$ cat config.mk
export PLATFORM = sky130hd
export DESIGN_NAME = multicycle_control_fsm_flat
export DESIGN_NICKNAME = d
export VERILOG_FILES = /design/src/rtl/multicycle_control_fsm_if.sv /design/src/rtl/multicycle_control_fsm.sv /design/src/flat_wrapper.sv
export SDC_FILE = /design/constraint.sdc
export NUM_CORES = 1
export LEC_CHECK = 0
export CAP_MARGIN = 20
export CORE_MARGIN = 2
export CORE_UTILIZATION = 39
export CTS_CLUSTER_DIAMETER = 200
export DETAILED_ROUTE_END_ITERATION = 7
export GPL_TIMING_DRIVEN = 0
export PLACE_DENSITY = 0.77
export SETUP_SLACK_MARGIN = 0.02
export SKIP_CTS_REPAIR_TIMING = 1
export SLEW_MARGIN = 5
export SYNTH_ARGS = -nofsm -noshare
export SYNTH_HDL_FRONTEND = slang
export SYNTH_SLANG_ARGS = --single-unit
$ cat constraint.sdc
create_clock -name clk -period 2.3 [get_ports clk]
set_input_delay 0.46 -clock clk [delete_from_list [all_inputs] [get_ports clk]]
set_output_delay 0.46 -clock clk [all_outputs]
set_load 0.01 [all_outputs]
$ cat src/rtl/multicycle_control_fsm_if.sv
// Control bundle between the multicycle controller and its datapath.
// master = the control FSM, slave = the datapath / instruction register side.
interface multicycle_control_fsm_if;
  logic [5:0] op;
  logic [5:0] funct;
  logic       mem_ready;

  logic       pc_write;
  logic       branch;
  logic       iord;
  logic       mem_read;
  logic       mem_write;
  logic       ir_write;
  logic       reg_dst;
  logic       mem_to_reg;
  logic       reg_write;
  logic       alu_src_a;
  logic [1:0] alu_src_b;
  logic [1:0] pc_src;
  logic [2:0] alu_control;
  logic [3:0] state;
  logic       instr_done;

  modport master (
    input  op, funct, mem_ready,
    output pc_write, branch, iord, mem_read, mem_write, ir_write, reg_dst,
           mem_to_reg, reg_write, alu_src_a, alu_src_b, pc_src, alu_control,
           state, instr_done
  );

  modport slave (
    output op, funct, mem_ready,
    input  pc_write, branch, iord, mem_read, mem_write, ir_write, reg_dst,
           mem_to_reg, reg_write, alu_src_a, alu_src_b, pc_src, alu_control,
           state, instr_done
  );
endinterface

$ cat src/rtl/multicycle_control_fsm.sv
// Multicycle MIPS-subset control unit: state register plus combinational
// decode of datapath strobes and mux selects from the current state.
module multicycle_control_fsm (
  input  logic                   clk,
  input  logic                   rst,
  multicycle_control_fsm_if.master ctrl
);

  typedef enum logic [3:0] {
    FETCH    = 4'd0,
    DECODE   = 4'd1,
    MEMADR   = 4'd2,
    MEMRD    = 4'd3,
    MEMWB    = 4'd4,
    MEMWR    = 4'd5,
    EXEC     = 4'd6,
    ALUWB    = 4'd7,
    BRANCH   = 4'd8,
    ADDIEXEC = 4'd9,
    ADDIWB   = 4'd10,
    JUMP     = 4'd11
  } state_t;

  localparam logic [5:0] OP_RTYPE = 6'b000000;
  localparam logic [5:0] OP_LW    = 6'b100011;
  localparam logic [5:0] OP_SW    = 6'b101011;
  localparam logic [5:0] OP_BEQ   = 6'b000100;
  localparam logic [5:0] OP_ADDI  = 6'b001000;
  localparam logic [5:0] OP_J     = 6'b000010;

  localparam logic [5:0] FN_ADD = 6'b100000;
  localparam logic [5:0] FN_SUB = 6'b100010;
  localparam logic [5:0] FN_AND = 6'b100100;
  localparam logic [5:0] FN_OR  = 6'b100101;
  localparam logic [5:0] FN_SLT = 6'b101010;

  state_t state_q, state_d;
  logic   load_q;
  logic   rtype_ok;

  // Load/store choice is captured in DECODE so op may change afterwards.
  always_ff @(posedge clk or posedge rst) begin
    if (rst) begin
      state_q <= FETCH;
      load_q  <= 1'b0;
    end else begin
      state_q <= state_d;
      if (state_q == DECODE) load_q <= (ctrl.op == OP_LW);
    end
  end

  assign rtype_ok   = ctrl.funct inside {FN_ADD, FN_SUB, FN_AND, FN_OR, FN_SLT};
  assign ctrl.state = state_q;

  always_comb begin
    state_d          = FETCH;
    ctrl.pc_write    = 1'b0;
    ctrl.branch      = 1'b0;
    ctrl.iord        = 1'b0;
    ctrl.mem_read    = 1'b0;
    ctrl.mem_write   = 1'b0;
    ctrl.ir_write    = 1'b0;
    ctrl.reg_dst     = 1'b0;
    ctrl.mem_to_reg  = 1'b0;
    ctrl.reg_write   = 1'b0;
    ctrl.alu_src_a   = 1'b0;
    ctrl.alu_src_b   = 2'b00;
    ctrl.pc_src      = 2'b00;
    ctrl.alu_control = 3'b010;
    ctrl.instr_done  = 1'b0;

    case (state_q)
      FETCH: begin
        ctrl.mem_read  = 1'b1;
        ctrl.alu_src_b = 2'b01;
        ctrl.pc_write  = ctrl.mem_ready;
        ctrl.ir_write  = ctrl.mem_ready;
        state_d        = ctrl.mem_ready ? DECODE : FETCH;
      end
      DECODE: begin
        ctrl.alu_src_b = 2'b11;
        case (ctrl.op)
          OP_LW, OP_SW: state_d = MEMADR;
          OP_RTYPE: begin
            state_d         = rtype_ok ? EXEC : FETCH;
            ctrl.instr_done = !rtype_ok;
          end
          OP_BEQ:  state_d = BRANCH;
          OP_ADDI: state_d = ADDIEXEC;
          OP_J:    state_d = JUMP;
          default: ctrl.instr_done = 1'b1;
        endcase
      end
      MEMADR: begin
        ctrl.alu_src_a = 1'b1;
        ctrl.alu_src_b = 2'b10;
        state_d        = load_q ? MEMRD : MEMWR;
      end
      MEMRD: begin
        ctrl.iord     = 1'b1;
        ctrl.mem_read = 1'b1;
        state_d       = ctrl.mem_ready ? MEMWB : MEMRD;
      end
      MEMWB: begin
        ctrl.mem_to_reg = 1'b1;
        ctrl.reg_write  = 1'b1;
        ctrl.instr_done = 1'b1;
      end
      MEMWR: begin
        ctrl.iord       = 1'b1;
        ctrl.mem_write  = 1'b1;
        ctrl.instr_done = ctrl.mem_ready;
        state_d         = ctrl.mem_ready ? FETCH : MEMWR;
      end
      EXEC: begin
        ctrl.alu_src_a = 1'b1;
        state_d        = ALUWB;
        case (ctrl.funct)
          FN_SUB:  ctrl.alu_control = 3'b110;
          FN_AND:  ctrl.alu_control = 3'b000;
          FN_OR:   ctrl.alu_control = 3'b001;
          FN_SLT:  ctrl.alu_control = 3'b111;
          default: ctrl.alu_control = 3'b010;
        endcase
      end
      ALUWB: begin
        ctrl.reg_dst    = 1'b1;
        ctrl.reg_write  = 1'b1;
        ctrl.instr_done = 1'b1;
      end
      BRANCH: begin
        ctrl.alu_src_a   = 1'b1;
        ctrl.alu_control = 3'b110;
        ctrl.pc_src      = 2'b01;
        ctrl.branch      = 1'b1;
        ctrl.instr_done  = 1'b1;
      end
      ADDIEXEC: begin
        ctrl.alu_src_a = 1'b1;
        ctrl.alu_src_b = 2'b10;
        state_d        = ADDIWB;
      end
      ADDIWB: begin
        ctrl.reg_write  = 1'b1;
        ctrl.instr_done = 1'b1;
      end
      JUMP: begin
        ctrl.pc_src     = 2'b10;
        ctrl.pc_write   = 1'b1;
        ctrl.instr_done = 1'b1;
      end
      default: state_d = FETCH;
    endcase

    // Reset holds FETCH mux values but suppresses every write/retire strobe.
    if (rst) begin
      ctrl.pc_write   = 1'b0;
      ctrl.ir_write   = 1'b0;
      ctrl.mem_write  = 1'b0;
      ctrl.reg_write  = 1'b0;
      ctrl.branch     = 1'b0;
      ctrl.instr_done = 1'b0;
    end
  end

endmodule

$ cat src/flat_wrapper.sv
// flat-port wrapper written by rule: the top's interface ports become plain ports
module multicycle_control_fsm_flat 
  (clk, rst, ctrl_op, ctrl_funct, ctrl_mem_ready, ctrl_pc_write, ctrl_branch, ctrl_iord, ctrl_mem_read, ctrl_mem_write, ctrl_ir_write, ctrl_reg_dst, ctrl_mem_to_reg, ctrl_reg_write, ctrl_alu_src_a, ctrl_alu_src_b, ctrl_pc_src, ctrl_alu_control, ctrl_state, ctrl_instr_done);
  multicycle_control_fsm_if ctrl_i ();
  input  logic clk;
  input  logic rst;
  input wire logic [$bits(ctrl_i.op)-1:0] ctrl_op;
  input wire logic [$bits(ctrl_i.funct)-1:0] ctrl_funct;
  input wire logic [$bits(ctrl_i.mem_ready)-1:0] ctrl_mem_ready;
  output wire logic [$bits(ctrl_i.pc_write)-1:0] ctrl_pc_write;
  output wire logic [$bits(ctrl_i.branch)-1:0] ctrl_branch;
  output wire logic [$bits(ctrl_i.iord)-1:0] ctrl_iord;
  output wire logic [$bits(ctrl_i.mem_read)-1:0] ctrl_mem_read;
  output wire logic [$bits(ctrl_i.mem_write)-1:0] ctrl_mem_write;
  output wire logic [$bits(ctrl_i.ir_write)-1:0] ctrl_ir_write;
  output wire logic [$bits(ctrl_i.reg_dst)-1:0] ctrl_reg_dst;
  output wire logic [$bits(ctrl_i.mem_to_reg)-1:0] ctrl_mem_to_reg;
  output wire logic [$bits(ctrl_i.reg_write)-1:0] ctrl_reg_write;
  output wire logic [$bits(ctrl_i.alu_src_a)-1:0] ctrl_alu_src_a;
  output wire logic [$bits(ctrl_i.alu_src_b)-1:0] ctrl_alu_src_b;
  output wire logic [$bits(ctrl_i.pc_src)-1:0] ctrl_pc_src;
  output wire logic [$bits(ctrl_i.alu_control)-1:0] ctrl_alu_control;
  output wire logic [$bits(ctrl_i.state)-1:0] ctrl_state;
  output wire logic [$bits(ctrl_i.instr_done)-1:0] ctrl_instr_done;
  assign ctrl_i.op = ctrl_op;
  assign ctrl_i.funct = ctrl_funct;
  assign ctrl_i.mem_ready = ctrl_mem_ready;
  assign ctrl_pc_write = ctrl_i.pc_write;
  assign ctrl_branch = ctrl_i.branch;
  assign ctrl_iord = ctrl_i.iord;
  assign ctrl_mem_read = ctrl_i.mem_read;
  assign ctrl_mem_write = ctrl_i.mem_write;
  assign ctrl_ir_write = ctrl_i.ir_write;
  assign ctrl_reg_dst = ctrl_i.reg_dst;
  assign ctrl_mem_to_reg = ctrl_i.mem_to_reg;
  assign ctrl_reg_write = ctrl_i.reg_write;
  assign ctrl_alu_src_a = ctrl_i.alu_src_a;
  assign ctrl_alu_src_b = ctrl_i.alu_src_b;
  assign ctrl_pc_src = ctrl_i.pc_src;
  assign ctrl_alu_control = ctrl_i.alu_control;
  assign ctrl_state = ctrl_i.state;
  assign ctrl_instr_done = ctrl_i.instr_done;
  multicycle_control_fsm u_core (.clk(clk), .rst(rst), .ctrl(ctrl_i));
endmodule
# Yosys cells after proc, flatten, opt, wreduce, memory -nomap -nowiden
# Cells that the tools add are included.
# W data, S select, Z words.
[totals]
elab_cells = 64
regBits = 5
out_inout_bits = 22
in_bits = 15
[classes]
muxes = 29
reduce_logical = 12
eq_ne = 21
[ops]
columns = ["cell", "n"]
rows = [
  ["$eq A6 B6 Y1 const B", 7],
  ["$pmux W4 S7", 1],
  ["$pmux W4 S5", 1],
  ["$eq A4 B3 Y1 const B", 4],
  ["$eq A4 B4 Y1 const B", 4],
  ["$mux W1", 16],
  ["$mux W3", 4],
  ["$pmux W3 S4", 1],
  ["$reduce_or A5 Y1", 2],
  ["$eq A4 B2 Y1 const B", 2],
  ["$reduce_or A2 Y1", 4],
  ["$eq A6 B2 Y1 const B", 1],
  ["$eq A6 B3 Y1 const B", 1],
  ["$eq A6 B4 Y1 const B", 1],
  ["$logic_not A6 Y1", 1],
  ["$pmux W2 S3", 1],
  ["$pmux W3 S2", 1],
  ["$reduce_bool A5 Y1", 1],
  ["$eq A4 B1 Y1 const B", 1],
  ["$logic_not A4 Y1", 1],
  ["$pmux W1 S2", 2],
  ["$pmux W2 S2", 1],
  ["$reduce_or A4 Y1", 1],
  ["$pmux W1 S3", 1],
  ["2 further kinds", 2],
]

# Longest topological paths before layout
[logic_depth]
word_depth = 6
depth_mapped = 5
depth_no_buf = 4

# Worst setup path after synthesis
# OpenSTA, ideal clock, no wires.
[synth_timing]
kind = "register to output"
startpoint = "register u_core.state_q[0], in the netlist u_core.ctrl.state[0]"
endpoint = "output port ctrl_alu_control[1]"
path_stages_with_launch = 5
t_arrival_ps = 1479
path_slack_ps = 361
required_time_ps = 1840
path_buffers = 1
path_cell_list = "dfrtp_1 clkbuf_2 nor2b_4 nand3_1 or4b_2"
[synth_via]
elab_chain_len = 2
word_cells_on_any_way = 3
classes_between = "eq/ne (2); mux (1)"
[synth_rtl]
columns = ["item", "line_no", "source"]
rows = [
  ["start: declaration", "multicycle_control_fsm.sv:37", "state_t state_q, state_d;"],
  ["start signal: assignment", "multicycle_control_fsm.sv:47", "state_q <= state_d;"],
  ["$eq A4 B4 Y1 or $eq A4 B3 Y1 (tied branches)", "multicycle_control_fsm.sv:72", "case (state_q)"],
  ["$pmux W3 S2 *", "multicycle_control_fsm.sv:72", ""],
  ["end: declaration", "flat_wrapper.sv:22", "output wire logic [$bits(ctrl_i.alu_control)-1:0] ctrl_alu_control;"],
]
# Every way passes the cells marked *; elsewhere a longest branch is shown, timed or not.

# Worst setup path after layout
[layout_timing]
startpoint = "input port ctrl_funct[4]"
endpoint = "output port ctrl_alu_control[1]"
[layout_via]
elab_chain_len = 3
word_cells_on_any_way = 6
classes_between = "eq/ne (4); mux (2)"
[layout_rtl]
columns = ["item", "line_no", "source"]
rows = [
  ["start: declaration", "flat_wrapper.sv:8", "input wire logic [$bits(ctrl_i.funct)-1:0] ctrl_funct;"],
  ["$eq A6 B6 Y1", "multicycle_control_fsm.sv:118", "case (ctrl.funct)"],
  ["$pmux W3 S4 *", "multicycle_control_fsm.sv:118", ""],
  ["$pmux W3 S2 *", "multicycle_control_fsm.sv:72", ""],
]
# Marks and branches as above.

==> impl_metrics.yaml <==
pwr:
  clkPwrFrac: 0.199
  p_leak_uw: 0.0007106
  pwr_density_cell_nw_per_um2: 383.9
  internal-power_uw: 315.6
  p_seq_frac: 0.206
  combPwrFrac: 0.595
  max-vdd-ir-drop_uv: 497.5
  swShare: 0.3737
  p_sw_uw: 188.3
run_status:
  status: "complete, no violations"
clock_tree:
  numCtsBuffers: 3
  cts.sinks: 5
  path_clk_slew_ps: 40
  htree_levels: 1
  clock_latency_ps: 240
  cts-root-buf: "clkbuf_4"
  cts_tree: "yes"
  clockBufferDepth: 2
grt:
  met2_usage: 0.3595
  grt_max_degree: 11
  grt.busiest_layer: "met2"
  met1_usage: 0.2523
  grt_use_total: 0.2045
  use_met3: 0.05660
  overflow: 0
  grt_pass1_vias: 766
  grt_pass1_wl_um: 3291
  antenna_found_initial: 0
job:
  cap_violations: 0
setup_path:
  path_class: "in -> out"
  endpoint_kind: "output pin"
  r2r_cells: 4
  critPathLaunch: "ctrl_funct[4]"
  startpoint_type: "primary input"
  cpPeakStageDelay_ps: 500
  crit_required_ps: 1840
  r2r_start: "u_core.ctrl.state[1]"
  critPathSlowestCell: "or4b_4"
  r2r-end: "u_core.load_q"
  crit_chain: "clkdlybuf4s50_1 > nor2b_4 > nand3_2 > or4b_4 > buf_6"
  reg2reg_setup_slack_ps: 810
  cp.arrival_ps: 1790
  cp_max_fo: 3
finish:
  nFillCells: 132
  nNetsFinal: 158
  drive_gt1_frac: 0.2606
  area_growth_pct: 78.40
  seq_area_um2: 127.6
  num_antenna_cells: 0
  multi_input_area_um2: 636.9
logic_synthesis:
  synth_ff_type: "dfrtp_1"
  synth_edf_count: 0
  ys_top_cells_by_count: "13 x nor2_1, 8 x nor3_1, 7 x a21oi_1, 7 x nand2b_1"
  synthArstFlopShare: 1.000
  yosysTopAreaCellShare: 0.1701
  synthMostInstantiatedCell: "nor2_1"
  netlist_area_um2: 735.7
  syn_inst: 100
  ys_seq_area_frac: 0.1701
  syn_avg_cell_area_um2: 7.357
  synth_area_leaders: "dfrtp_1 17%, nor2_1 6.6%, nand2b_1 6.0%"
  synth_seq_cells: 5
  ys_types: 46
  synth_warnings: 0
  synth_largest_area_cell: "dfrtp_1"
  synth.net_count: 115
detailed_routing:
  first_iter_violations: 22
  drt-vias-per-instance: 5.539
  wirelength_um: 2428
  drtPass1Iterations: 4
  postRouteAntennaNets: 0
  wl_per_cell_um: 14.54
  vias: 925
  drcViolationCount: 0
sta:
  grt_setup_unrepaired: "yes"
  slew_headroom: 0.7928
  tightestPinTransition_ps: 306.8
  finalSetupViolations: 0
  slew_violations: 0
  hold_viol_final: 0
  fmax_ghz: 0.4442
  worst_hold_slack_ps: 299.1
  finClkSkew_ps: 3.105
  min_period_over_period: 0.9787
  period_minus_slack_ps: 2251
  setup_slack_ps: 48.88
place:
  detailed_place_hpwl_um: 1657
  port_buffers: 35
  place.gp.congestion: 0.8635
  pre_cts_ws_ps: -673.8
floorplanning:
  fp.dieArea_um2: 2250
  num_rows: 15
  num_io_pins: 37
  start_util: 0.4215
  coreArea_um2: 1745
  die_x_um: 47.43
  die-height_um: 47.43
min_path:
  min_path_type: "in -> async"
==> cell usage in the layout, fill, tap and decap left out, drive strengths merged, types with 3 or more instances in the layout <==
master,Yosys,routed
buf,5,9
dfrtp,5,5
clkdlybuf4s50,0,13
nor3,8,8
nand2,4,4
nor2b,3,3
a21oi,7,7
nand2b,9,9
o21ai,6,6
dlymetal6s2s,0,20
nor2,13,13
clkbuf,2,7
==> state kept, by name, summed over array words and instances, names as in the netlist <==
name,flops
u_core.load_q,1
u_core.ctrl.state,4
==> metrics by stage <==
stage / instance area (um^2) / power (uW) / util / instances / setup TNS (ps)
after floorplan: 735.7 / 254.6 / - / 100 / 0
after global placement: 1117 / 372.5 / 0.6401 / 160 / -1808
after detailed placement: 1117 / 375.3 / 0.6401 / 160 / -1940
after CTS: 1144 / 483.0 / 0.6552 / 164 / -2654
after global routing: 1313 / 546.3 / 0.7520 / 167 / 0
final: 1313 / 503.9 / 0.7520 / 167 / 0
==> critical path: cells and delay by family <==
family                 cells  cell delay [ps]
AND/OR/NAND/NOR            3              750
buffers and inverters      2              590
==> worst max path at each step <==
stage / end / cells after the start
4_1_cts: ctrl_instr_done / 6
6_report: ctrl_alu_control[1] / 5
3_3_place_gp: ctrl_instr_done / 6
3_5_place_dp: ctrl_instr_done / 6
5_1_grt: ctrl_alu_src_a / 4
2_1_floorplan: ctrl_alu_control[1] / 4
==> cell type report <==
type / count / share of cell area
well taps: 25 / 0.02383
multi-input cells: 86 / 0.4852
inverters: 2 / 0.007626
plain buffers: 7 / 0.04671
clock buffers: 4 / 0.02002
flip-flops and latches: 5 / 0.09724
repair buffers: 38 / 0.3194
==> layer usage <==
layer  vias to the layer above  wire length, um  share of wire
li1                        462                -              -
met1                       428             1057           0.44
met2                        33             1259           0.52
met3                         2               96          0.040
met4                         0               14         0.0058
met5                         -                0              0
==> cells by family (layout without fill, tap and decap cells) <==
family | after synthesis | in the layout | share of synthesized area
compound gates | 27 | 27 | 0.2415
xor+xnor | 4 | 4 | 0.04763
fa+ha+maj | 1 | 1 | 0.01361
buf+inv | 9 | 51 | 0.07313
flops | 5 | 5 | 0.1701
mux | 2 | 2 | 0.02721
simple gates | 52 | 52 | 0.4269
==> power groups by stage <==
stage               Clock, uW  Combinational, uW  Sequential, uW
floorplan                   0                150             105
global placement            0                270             102
detailed placement          0                273             102
CTS                       108                274             101
global route              117                324             105
finish                    100                300             104
No activity file was read; power rests on OpenSTA's default activity.
